### src/rtl/pio_ctrl_regs.sv
// PIO control/status register block: CTRL, FIFO status/debug, IRQ and interrupt
// enable/force/status registers with XOR/SET/CLR address aliases and registered reads.
module pio_ctrl_regs #(
    parameter int NUM_SM   = 4,
    parameter int IRQ_BITS = 8,
    parameter int ADDR_W   = 14
) (
    input  logic                clk,
    input  logic                rst,
    input  logic                write_en,
    input  logic [ADDR_W-1:0]   write_addr,
    input  logic [31:0]         data_in,
    input  logic                read_en,
    input  logic [ADDR_W-1:0]   read_addr,
    output logic [31:0]         data_out,
    output logic                read_valid,
    input  logic [NUM_SM-1:0]   tx_stall,
    input  logic [NUM_SM-1:0]   tx_over,
    input  logic [NUM_SM-1:0]   rx_under,
    input  logic [NUM_SM-1:0]   rx_stall,
    input  logic [NUM_SM-1:0]   rx_full,
    input  logic [NUM_SM-1:0]   rx_empty,
    input  logic [NUM_SM-1:0]   tx_full,
    input  logic [NUM_SM-1:0]   tx_empty,
    input  logic [IRQ_BITS-1:0] irq_set,
    input  logic [IRQ_BITS-1:0] irq_clr,
    output logic [NUM_SM-1:0]   sm_enable,
    output logic [NUM_SM-1:0]   sm_restart,
    output logic [NUM_SM-1:0]   clkdiv_restart,
    output logic [31:0]         input_sync_bypass,
    output logic [IRQ_BITS-1:0] irq_flags,
    output logic                irq_out
);

    typedef enum logic [1:0] {
        ALIAS_NORM = 2'b00,
        ALIAS_XOR  = 2'b01,
        ALIAS_SET  = 2'b10,
        ALIAS_CLR  = 2'b11
    } alias_e;

    localparam logic [11:0] OFF_CTRL      = 12'h000;
    localparam logic [11:0] OFF_FSTAT     = 12'h004;
    localparam logic [11:0] OFF_FDEBUG    = 12'h008;
    localparam logic [11:0] OFF_IRQ       = 12'h030;
    localparam logic [11:0] OFF_IRQ_FORCE = 12'h034;
    localparam logic [11:0] OFF_BYPASS    = 12'h038;
    localparam logic [11:0] OFF_INTE      = 12'h12C;
    localparam logic [11:0] OFF_INTF      = 12'h130;
    localparam logic [11:0] OFF_INTS      = 12'h134;

    function automatic logic [31:0] aliasWrite(input logic [31:0] cur,
                                               input logic [31:0] data,
                                               input alias_e      al);
        logic [31:0] result;
        case (al)
            ALIAS_NORM: result = data;
            ALIAS_XOR:  result = cur ^ data;
            ALIAS_SET:  result = cur | data;
            ALIAS_CLR:  result = cur & ~data;
            default:    result = cur;
        endcase
        return result;
    endfunction

    logic [NUM_SM-1:0]   r_smEnable;
    logic [NUM_SM-1:0]   r_smRestart;
    logic [NUM_SM-1:0]   r_clkdivRestart;
    logic [31:0]         r_bypass;
    logic [NUM_SM-1:0]   r_rxStall;
    logic [NUM_SM-1:0]   r_rxUnder;
    logic [NUM_SM-1:0]   r_txOver;
    logic [NUM_SM-1:0]   r_txStall;
    logic [IRQ_BITS-1:0] r_irq;
    logic [IRQ_BITS-1:0] r_inte;
    logic [IRQ_BITS-1:0] r_intf;
    logic [31:0]         r_dataOut;
    logic                r_readValid;
    logic                r_irqOut;

    logic [11:0]         w_wrOffset;
    logic [11:0]         w_rdOffset;
    alias_e              w_wrAlias;
    logic                w_wcAlias;
    logic                w_pulseAlias;
    logic                w_wrCtrl;
    logic                w_wrFdebug;
    logic                w_wrIrq;
    logic                w_wrIrqForce;
    logic                w_wrBypass;
    logic                w_wrInte;
    logic                w_wrIntf;
    logic                w_fdbgClr;
    logic [NUM_SM-1:0]   w_clrRxStall;
    logic [NUM_SM-1:0]   w_clrRxUnder;
    logic [NUM_SM-1:0]   w_clrTxOver;
    logic [NUM_SM-1:0]   w_clrTxStall;
    logic [IRQ_BITS-1:0] w_irqSet;
    logic [IRQ_BITS-1:0] w_irqClr;
    logic [IRQ_BITS-1:0] w_ints;
    logic [31:0]         w_rdData;
    logic                w_unusedAddr;

    assign w_wrOffset   = write_addr[11:0];
    assign w_rdOffset   = read_addr[11:0];
    assign w_wrAlias    = alias_e'(write_addr[13:12]);
    assign w_wcAlias    = (w_wrAlias == ALIAS_NORM) || (w_wrAlias == ALIAS_CLR);
    assign w_pulseAlias = (w_wrAlias != ALIAS_CLR);
    // Reads ignore the alias bits, so they only feed the write path.
    assign w_unusedAddr = ^{read_addr, write_addr};

    assign w_wrCtrl     = write_en && (w_wrOffset == OFF_CTRL);
    assign w_wrFdebug   = write_en && (w_wrOffset == OFF_FDEBUG);
    assign w_wrIrq      = write_en && (w_wrOffset == OFF_IRQ);
    assign w_wrIrqForce = write_en && (w_wrOffset == OFF_IRQ_FORCE);
    assign w_wrBypass   = write_en && (w_wrOffset == OFF_BYPASS);
    assign w_wrInte     = write_en && (w_wrOffset == OFF_INTE);
    assign w_wrIntf     = write_en && (w_wrOffset == OFF_INTF);

    assign w_fdbgClr    = w_wrFdebug && w_wcAlias;
    assign w_clrRxStall = {NUM_SM{w_fdbgClr}} & data_in[0+:NUM_SM];
    assign w_clrRxUnder = {NUM_SM{w_fdbgClr}} & data_in[8+:NUM_SM];
    assign w_clrTxOver  = {NUM_SM{w_fdbgClr}} & data_in[16+:NUM_SM];
    assign w_clrTxStall = {NUM_SM{w_fdbgClr}} & data_in[24+:NUM_SM];

    assign w_irqSet = irq_set
                    | ({IRQ_BITS{w_wrIrqForce && w_pulseAlias}} & data_in[IRQ_BITS-1:0]);
    assign w_irqClr = irq_clr
                    | ({IRQ_BITS{w_wrIrq && w_wcAlias}} & data_in[IRQ_BITS-1:0]);

    assign w_ints = (r_irq | r_intf) & r_inte;

    // Control and read/write registers; restart bits are self-clearing one-cycle pulses.
    always_ff @(posedge clk or posedge rst) begin
        if (rst) begin
            r_smEnable      <= '0;
            r_smRestart     <= '0;
            r_clkdivRestart <= '0;
            r_bypass        <= '0;
            r_inte          <= '0;
            r_intf          <= '0;
        end else begin
            if (w_wrCtrl)
                r_smEnable <= NUM_SM'(aliasWrite(32'(r_smEnable), data_in, w_wrAlias));
            r_smRestart     <= (w_wrCtrl && w_pulseAlias) ? data_in[4+:NUM_SM] : '0;
            r_clkdivRestart <= (w_wrCtrl && w_pulseAlias) ? data_in[8+:NUM_SM] : '0;
            if (w_wrBypass)
                r_bypass <= aliasWrite(r_bypass, data_in, w_wrAlias);
            if (w_wrInte)
                r_inte <= IRQ_BITS'(aliasWrite(32'(r_inte), data_in, w_wrAlias));
            if (w_wrIntf)
                r_intf <= IRQ_BITS'(aliasWrite(32'(r_intf), data_in, w_wrAlias));
        end
    end

    // Sticky bits: a hardware set in the same cycle as a clear wins.
    always_ff @(posedge clk or posedge rst) begin
        if (rst) begin
            r_rxStall <= '0;
            r_rxUnder <= '0;
            r_txOver  <= '0;
            r_txStall <= '0;
            r_irq     <= '0;
        end else begin
            r_rxStall <= (r_rxStall & ~w_clrRxStall) | rx_stall;
            r_rxUnder <= (r_rxUnder & ~w_clrRxUnder) | rx_under;
            r_txOver  <= (r_txOver  & ~w_clrTxOver)  | tx_over;
            r_txStall <= (r_txStall & ~w_clrTxStall) | tx_stall;
            r_irq     <= (r_irq     & ~w_irqClr)     | w_irqSet;
        end
    end

    always_comb begin
        w_rdData = '0;
        case (w_rdOffset)
            OFF_CTRL: w_rdData[0+:NUM_SM] = r_smEnable;
            OFF_FSTAT: begin
                w_rdData[0+:NUM_SM]  = rx_full;
                w_rdData[8+:NUM_SM]  = rx_empty;
                w_rdData[16+:NUM_SM] = tx_full;
                w_rdData[24+:NUM_SM] = tx_empty;
            end
            OFF_FDEBUG: begin
                w_rdData[0+:NUM_SM]  = r_rxStall;
                w_rdData[8+:NUM_SM]  = r_rxUnder;
                w_rdData[16+:NUM_SM] = r_txOver;
                w_rdData[24+:NUM_SM] = r_txStall;
            end
            OFF_IRQ:    w_rdData[0+:IRQ_BITS] = r_irq;
            OFF_BYPASS: w_rdData = r_bypass;
            OFF_INTE:   w_rdData[0+:IRQ_BITS] = r_inte;
            OFF_INTF:   w_rdData[0+:IRQ_BITS] = r_intf;
            OFF_INTS:   w_rdData[0+:IRQ_BITS] = w_ints;
            default:    w_rdData = '0;
        endcase
    end

    // Registered read port sees state from before any same-cycle write.
    always_ff @(posedge clk or posedge rst) begin
        if (rst) begin
            r_dataOut   <= '0;
            r_readValid <= 1'b0;
            r_irqOut    <= 1'b0;
        end else begin
            r_readValid <= read_en;
            if (read_en)
                r_dataOut <= w_rdData;
            r_irqOut <= |w_ints;
        end
    end

    assign data_out          = r_dataOut;
    assign read_valid        = r_readValid;
    assign sm_enable         = r_smEnable;
    assign sm_restart        = r_smRestart;
    assign clkdiv_restart    = r_clkdivRestart;
    assign input_sync_bypass = r_bypass;
    assign irq_flags         = r_irq;
    assign irq_out           = r_irqOut;

endmodule

### config.mk
export PLATFORM = sky130hd
export DESIGN_NAME = pio_ctrl_regs
export DESIGN_NICKNAME = d
export VERILOG_FILES = /design/src/rtl/pio_ctrl_regs.sv
export SDC_FILE = /design/constraint.sdc
export NUM_CORES = 1
export LEC_CHECK = 0
export BUFFER_PORTS_ARGS = -buffer_cell sky130_fd_sc_hd__buf_2
export CORE_MARGIN = 10
export CORE_UTILIZATION = 55
export CTS_CLUSTER_SIZE = 12
export DETAILED_ROUTE_END_ITERATION = 10
export PLACE_DENSITY_LB_ADDON = 0.25
export SYNTH_ARGS = -nofsm -noshare
export SYNTH_HDL_FRONTEND = slang
export SYNTH_SLANG_ARGS = --single-unit
### constraint.sdc
create_clock -name clk -period 5 [get_ports clk]
set_input_delay 0.75 -clock clk [delete_from_list [all_inputs] [get_ports clk]]
set_output_delay 0.75 -clock clk [all_outputs]
set_load 0.02 [all_outputs]
# [After elaboration in Yosys (flattened, before gate mapping)]
# Cells that the tools add are included.
[op_classes] n_bitwise=38 n_mux=14 n_eq_ne=17 reduce_logical=16
[ops] cell="case mux 32 bit (4 select lines)" count=1
[ops] cell="case mux 8 bit (4 select lines)" count=2
[ops] cell="equality test 12 x 6 -> 1 bit, second input constant" count=5
[ops] cell="equality test 12 x 9 -> 1 bit, second input constant" count=5
[ops] cell="bitwise AND 8 bit" count=6
[ops] cell="bitwise OR 8 bit" count=6
[ops] cell="bitwise AND 4 bit" count=9
[ops] cell="case mux 4 bit (3 select lines)" count=3
[ops] cell="bitwise AND 32 bit" count=1
[ops] cell="NOT 32 bit" count=1
[ops] cell="bitwise OR 32 bit" count=1
[ops] cell="case mux 4 bit (8 select lines)" count=1
[ops] cell="XOR 32 bit" count=1
[ops] cell="equality test 12 x 4 -> 1 bit, second input constant" count=2
[ops] cell="logical NOT 12 bit" count=2
[ops] cell="two-way mux 4 bit" count=5
[ops] cell="bitwise OR 4 bit" count=5
[ops] cell="case mux 4 bit (5 select lines)" count=1
[ops] cell="NOT 4 bit" count=4
[ops] cell="case mux 4 bit (4 select lines)" count=1
[ops] cell="XOR 8 bit" count=2
[ops] cell="equality test 12 x 3 -> 1 bit, second input constant" count=1
[ops] cell="logical AND 1 bit" count=11
[ops] cell="NOT 8 bit" count=1
[ops] cell="7 further kinds" count=8
[totals] elab_cells=99 in_bits=112 output_inout_bits=86 ff_bits=118

# [Longest topological paths before layout]
# Gate-level depths: netlist of the first run.
[logic_depth] depth_word=8 depth_mapped=8

# [Worst setup path after synthesis of the first run]
# No wires, ideal clock.
[synth_path] kind="input -> register" start="in read_addr[8]" end="reg r_dataOut[0], in the netlist data_out[0]" required_ps=4879 n_path_buf=2 slack_ps=2766 t_arrival_ps=2113 cell_stages=7 cell_sequence="buf_2 and4b_1 and3_1 buf_6 a22o_1 or3_1 a22o_1"
[synth_between] elab_chain_len=2 elab_cells_between_ends=9 cone_classes="eq/ne (7); mux (1); reduce/logical (1)"
[synth_rtl] element="start: declaration" line_no="14" source="input logic [ADDR_W-1:0] read_addr,"
[synth_rtl] element="equality test 12 x 9 -> 1 bit (tied with other cells)" line_no="175" source="case (w_rdOffset)"
[synth_rtl] element="case mux 4 bit (8 select lines) *" line_no="175"
[synth_rtl] element="end signal: assignment" line_no="207" source="r_dataOut <= w_rdData;"
[synth_rtl] element="end: declaration" line_no="77" source="logic [31:0] r_dataOut;"
# Mark *: on every way between the ends. The rest lies on a longest branch, timed or not.
# A chain may end at the register's enable or synchronous reset.

# [Final worst setup path of the first run]
[layout_path] start="in read_addr[2]" end="reg r_dataOut[9], in the netlist data_out[9]"
[layout_between] elab_chain_len=2 elab_cells_between_ends=4 cone_classes="eq/ne (3); mux (1)"
[layout_rtl] element="equality test 12 x 6 -> 1 bit (tied with other cells)" line_no="175"
[layout_rtl] element="case mux 4 bit (3 select lines) *" line_no="175"
# Marks and branches as above.

==> metrics.yaml, run 1 <==
setup_path:
  setup.worst_path.class: "in2reg"
  r2r_slack_ps: 3350
  r2r_end: "data_out[0]"
  cp-start-kind: "input port"
  crit_end: "data_out[9]"
  slowest_stage: "and3_1"
  cp_top_family: "simple AND/OR/NAND/NOR gates"
  path_max_fanout: 24
  critPathMaxStageDelay_ps: 960
  r2r-start: "irq_flags[0]"
  cp.depth: 6
  worst_r2r_path_depth: 5
  crit_arrival_ps: 3050
  crit_start: "read_addr[2]"
  endpoint_kind: "flop"
  cp.required_ps: 5350
  crit_buf_inv: 2
  worstPathCellList: "buf_2, nor4b_1, and3_1, o31ai_2, buf_4, o2bb2ai_1"
yosys:
  synth_edf_count: 0
  synth_top_area_cell: "dfrtp_1"
  synthFlopType: "dfrtp_1"
  synthDistinctLibCells: 65
  ys_ff_latch: 118
  synth.area.top_cells: "dfrtp_1 36%, ha_1 16%, inv_1 5.6%, a222oi_1 4.4%, nand2_1 4.3%"
  netlist_area_um2: 8278
  asyncSetResetFlopFracSynth: 1.000
  ys_seq_area_frac: 0.3567
  synthCells: 915
  synth.top_cell.area_share: 0.3567
  yosys_warnings: 0
  syn-num-nets: 1135
  syn_avg_cell_area_um2: 9.047
status:
  status: "complete, no violations"
drt:
  drc_errors: 0
  wl_met2_um: 11900
  routed_wl_um: 25520
  postRouteAntennaNets: 0
  drtIter0Drc: 860
  firstDrtPassIters: 9
  vias_per_cell: 6.056
  topRoutingLayerUsed: "met5"
  met1Wirelength_um: 10760
  vias: 7739
  avgRoutedWirePerCell_um: 19.97
  dr_wl_met3_um: 2447
die:
  fp.dieW_um: 142.7
  ioPinCount: 198
  die_area_um2: 20360
  start_util: 0.5653
  rows: 44
  core-area_um2: 14640
  die_h_um: 142.7
pwr:
  total_power_mw: 2.568
  power.density_nw_per_um2: 258.9
  max-vdd-ir-drop_mv: 0.2252
  p_leak_nw: 4.924
place:
  gp_congestion: 0.8598
  place_area_um2: 9289
  port_buffers: 195
  dp_hpwl_um: 17880
clocking:
  cts_resized: 0
  cts_buffers: 17
  clk_pin_slew_ps: 60
  cts_tree: "yes"
  clockBufferDepth: 2
  cts_hold_buffers: 0
  cts.htree.levels: 4
  clock-sinks: 118
  post_cts_buffers: 0
  ctsRootBufferMaster: "clkbuf_16"
  clock_latency_ps: 430
global_routing:
  grt_use_total: 0.2486
  grt_max_degree: 55
  antenna_found_initial: 2
  grt_pass1_vias: 7841
  grt_first_pass_wirelength_um: 40490
  grt_remaining_overflow: 0
run:
  drv_cap: 0
final_layout:
  final_cell_mix: "195 x buf_2, 122 x inv_1, 118 x dfrtp_1"
  fin_nets: 1300
  drive_above_1_share: 0.2315
  utilization: 0.6771
  postLayoutCellArea_um2: 9916
  area_growth_pct: 19.79
  layout_commonest_cell: "buf_2"
sta:
  tns_ps: 0
  finalClockSkew_ps: 6.118
  worst_pin_slew_ps: 1127
  slew_headroom: 0.2484
  slew_violations: 0
  fin_crit_ps: 2707
  worst_hold_slack_ps: 248.5
  setup-violations-final: 0
  max_freq_mhz: 369.4
  fin_crit_sh: 0.5414
  rsz0062_at_grt: "no"
  hold_viol_final: 0
worst_hold_path:
  hold_path.class: "in2async"
==> cell type report <==
type | instances | area [µm²]
Timing Repair Buffer | 204 | 1044
Inverter | 123 | 464.2
Clock inverter | 12 | 177.7
Sequential cell | 118 | 2953
Tap cell | 184 | 230.2
Multi-Input combinational cell | 616 | 4598
Antenna cell | 1 | 2.502
Clock buffer | 20 | 446.7
Fill cell | 1207 | 4728
==> worst reg2reg max path: stages (launching register included) <==
cell      delay (ps)
dfrtp_1          440
and3_1           210
o211ai_1         190
a21oi_1           90
or3_1            400
a22o_1           210
==> cells by family (layout without fill, tap and decap cells) <==
| family | Yosys count | after routing | synth area share |
|---|---|---|---|
| other | 0 | 1 | 0 |
| multiplexers | 12 | 12 | 0.01587 |
| AND/OR/NAND/NOR | 212 | 212 | 0.1300 |
| AO/OA/AOI/OAI | 284 | 284 | 0.2455 |
| flip-flops | 118 | 118 | 0.3567 |
| adder cells (fa/ha/maj) | 108 | 108 | 0.1632 |
| buffers and inverters | 181 | 359 | 0.08872 |
==> flip-flops by register name, indices dropped and copies added, names as in the netlist <==
signal and flops:
data_out 32, irq_out 1, r_intf 8, sm_enable 4
r_txStall 4, r_rxStall 4, input_sync_bypass 32, r_rxUnder 4
clkdiv_restart 4, sm_restart 4, read_valid 1, r_txOver 4
irq_flags 8, r_inte 8
==> worst min path at each step <==
stage	to	slack, ps
6_report	sm_restart[0]	250
5_1_grt	sm_restart[0]	260
4_1_cts	sm_restart[0]	250
3_5_place_dp	r_rxUnder[3]	470
3_3_place_gp	r_rxStall[3]	460
2_1_floorplan	r_rxStall[0]	450
==> stage by stage <==
step	cells	setup slack [ps]
2_1_floorplan	915	1121
3_3_place_gp	1245	1912
3_5_place_dp	1245	1884
4_1_cts	1277	2336
5_1_grt	1277	2062
6_report	1278	2293
==> power breakdown <==
group	internal (mW)	leakage, nW	total [mW]	switching (mW)
logic	0.104	3.14	0.289	0.184
registers	0.962	1.49	0.971	0.00923
clock network	0.845	0.292	1.31	0.462
total	1.91	4.92	2.57	0.656
==> metal layers <==
metal  global-route usage  vias to the layer above
li1                     -                     3607
met1               0.3145                     3719
met2               0.3994                      375
met3              0.07828                       36
met4              0.07383                        2
met5                    0                        -
==> cells in the mapped netlist (all sizes together) (4+ instances only) <==
master / number
a211o: 8
a211oi: 22
a21o: 23
a21oi: 59
a221oi: 4
a222oi: 36
a22oi: 9
a2bb2oi: 8
and3: 4
and4b: 4
buf: 19
clkbuf: 39
dfrtp: 118
ha: 108
inv: 123
mux2: 9
nand2: 94
nand2b: 6
nand3: 11
nand4: 4
nor2: 43
nor2b: 14
nor4: 12
nor4b: 4
o21ai: 59
o2bb2ai: 29
o31ai: 9
o32ai: 4
Power figures use the tool's default switching activity.
==> run 2: changes to the inputs <==
==> constraint.sdc (replaced) <==
create_clock -name clk -period 2.81 [get_ports clk]
set_input_delay 0.4215 -clock clk [delete_from_list [all_inputs] [get_ports clk]]
set_output_delay 0.4215 -clock clk [all_outputs]
set_load 0.02 [all_outputs]
==> run 2 against run 1 <==
Against the previous run:
- clock power is 69% higher
- critical endpoint is now input_sync_bypass[23]
- cell count increased by 1.6%
- combinational power rose by 82%
- non-clock buffer count up 21
==> metrics.yaml, run 2 (synthesized netlist as in run 1, its figures left out) <==
final_layout:
  drive_above_1_share: 0.2451  # +0.01359
  utilization: 0.6879  # +0.01077
  final_cell_mix: "195 x buf_2, 122 x inv_1, 118 x dfrtp_1"
  fin_nets: 1321  # +1.6%
  layout_commonest_cell: "buf_2"
  multi_input_area_um2: 4598  # unchanged
  fillers: 1187  # -1.7%
  ff_latch_area_um2: 2953  # unchanged
  area_growth_pct: 21.69
clocking:
  clk_pin_slew_ps: 60  # about the same
  clockBufferDepth: 2  # unchanged
  cts_tree: "yes"
  clock-sinks: 118  # unchanged
  post_cts_buffers: 0  # unchanged
  clock_latency_ps: 420  # about the same
  ctsRootBufferMaster: "clkbuf_16"
  cts_hold_buffers: 0  # unchanged
  cts.htree.levels: 4  # unchanged
  cts_resized: 0  # unchanged
  cts_buffers: 17  # unchanged
pwr:
  max-vdd-ir-drop_mv: 0.3966  # +76%
  power.density_nw_per_um2: 443.0  # +71%
  p_leak_nw: 5.026  # +2.1%
setup_path:
  cp-start-kind: "input port"
  setup.worst_path.class: "in2reg"
  cp_top_family: "simple AND/OR/NAND/NOR gates"
  critPathMaxStageDelay_ps: 420  # -540 ps
  worstPathCellList: "buf_2, nor4b_1, and2_1, nand3_2, buf_4, nand2_1, o21ai_1"
  crit_buf_inv: 2  # unchanged
  endpoint_kind: "flop"
  cp.required_ps: 3110  # -2240 ps
  slowest_stage: "nor4b_1"
  crit_arrival_ps: 2210  # -840 ps
  path_max_fanout: 19  # -21%
sta:
  layout_setup_ws_ps: 894.1  # -1399 ps
  slew_headroom: 0.4690  # +0.2206
  hold_viol_final: 0  # unchanged
  setup-violations-final: 0  # unchanged
  slew_violations: 0  # unchanged
  fin_crit_sh: 0.6818
  finalClockSkew_ps: 9.175  # +3.057 ps
  tns_ps: 0  # unchanged
  fin_crit_ps: 1916
  rsz0062_at_grt: "no"
  max_freq_mhz: 521.9
  worst_pin_slew_ps: 795.7  # -331.8 ps
die:
  die_h_um: 142.7  # unchanged
  fp.dieW_um: 142.7  # unchanged
  ioPinCount: 198  # unchanged
  die_area_um2: 20360  # unchanged
  core-area_um2: 14640  # unchanged
  start_util: 0.5653  # unchanged
  rows: 44  # unchanged
status:
  status: "complete, no violations"
drt:
  vias_per_cell: 5.998  # -0.94%
  routed_wl_um: 25670  # +0.57%
  postRouteAntennaNets: 0  # unchanged
  avgRoutedWirePerCell_um: 19.76  # -1.1%
  drtIter0Drc: 873  # +1.5%
  drc_errors: 0  # unchanged
  firstDrtPassIters: 6  # -3
  vias: 7792  # +0.68%
place:
  gp_congestion: 0.8726  # +1.5%
  dp_hpwl_um: 18180  # +1.7%
  port_buffers: 195  # unchanged
  dp_slack_ps: 471.3  # -1412 ps
worst_hold_path:
  hold_path.class: "in2async"
global_routing:
  antenna_found_initial: 1  # -1
  grt_use_total: 0.2481  # -0.0004907
  grt_remaining_overflow: 0  # unchanged
  grt_pass1_vias: 7802  # -0.50%
  grt_max_degree: 119  # +120%
  grt_first_pass_wirelength_um: 40770  # +0.70%
run:
  drv_cap: 0  # unchanged
## run 2: cell count changes in the layout (fill, tap and decap cells not counted), sizes merged
cell	delta
buf	+21
bufinv	-2
clkbuf	+5
clkinv	-2
inv	-1
## run 2: final cells by class
class / instances / area share
inverter: 123 / 0.04621
clock inverter: 7 / 0.009191
timing repair buffer: 225 / 0.1217
tap: 184 / 0.02285
clock buffer: 25 / 0.05018
sequential: 118 / 0.2931
multi-input combinational: 616 / 0.4565
antenna: 1 / 0.0002484
## run 2: path summary, 6_finish.rpt
kind | from | endpoint | slack [ps] | cells past startpoint
setup / recovery | write_addr[1] | input_sync_bypass[23] | 890 | 7
hold / removal | rst | input_sync_bypass[5] | 160 | 3
setup reg to reg | irq_flags[0] | data_out[0] | 1180 | 5
hold reg to reg | r_rxUnder[0] | r_rxUnder[0] | 470 | 1
max in group asynchronous | rst | r_rxStall[3] | 2120 | 3
min in group clk | rx_under[2] | r_rxUnder[2] | 180 | 2
## run 2: worst reg2reg max path, stage by stage (launching register included)
cell,delay [ps]
dfrtp_1,440
and3_1,200
o211ai_1,170
a21oi_1,110
or3_1,390
a22o_1,210
## run 2: stage by stage
stage | power, mW | instances | area (µm²) | hold slack (ps)
finish | 4.462 | 1299 | 10070 | 162.6
global route | 4.603 | 1299 | 10070 | 183.5
CTS | 4.472 | 1298 | 10070 | 175.2
detailed placement | 2.279 | 1266 | 9473 | 467.2
global placement | 2.263 | 1266 | 9473 | 459.9
floorplan | 2.062 | 915 | 8282 | 448.7
## run 2: power breakdown
part / leakage, nW / switching (mW) / internal [mW]
Clock: 0.286 / 0.787 / 1.42
Combinational: 3.25 / 0.329 / 0.198
Sequential: 1.49 / 0.0162 / 1.71
Total: 5.03 / 1.13 / 3.33
## run 2: routing by layer
metal,up-vias,GRT usage,share of wire
met3,41,0.07529,0.11
met5,-,0,0
met1,3724,0.3255,0.42
li1,3637,-,-
met4,0,0.07655,0.021
met2,390,0.3851,0.45
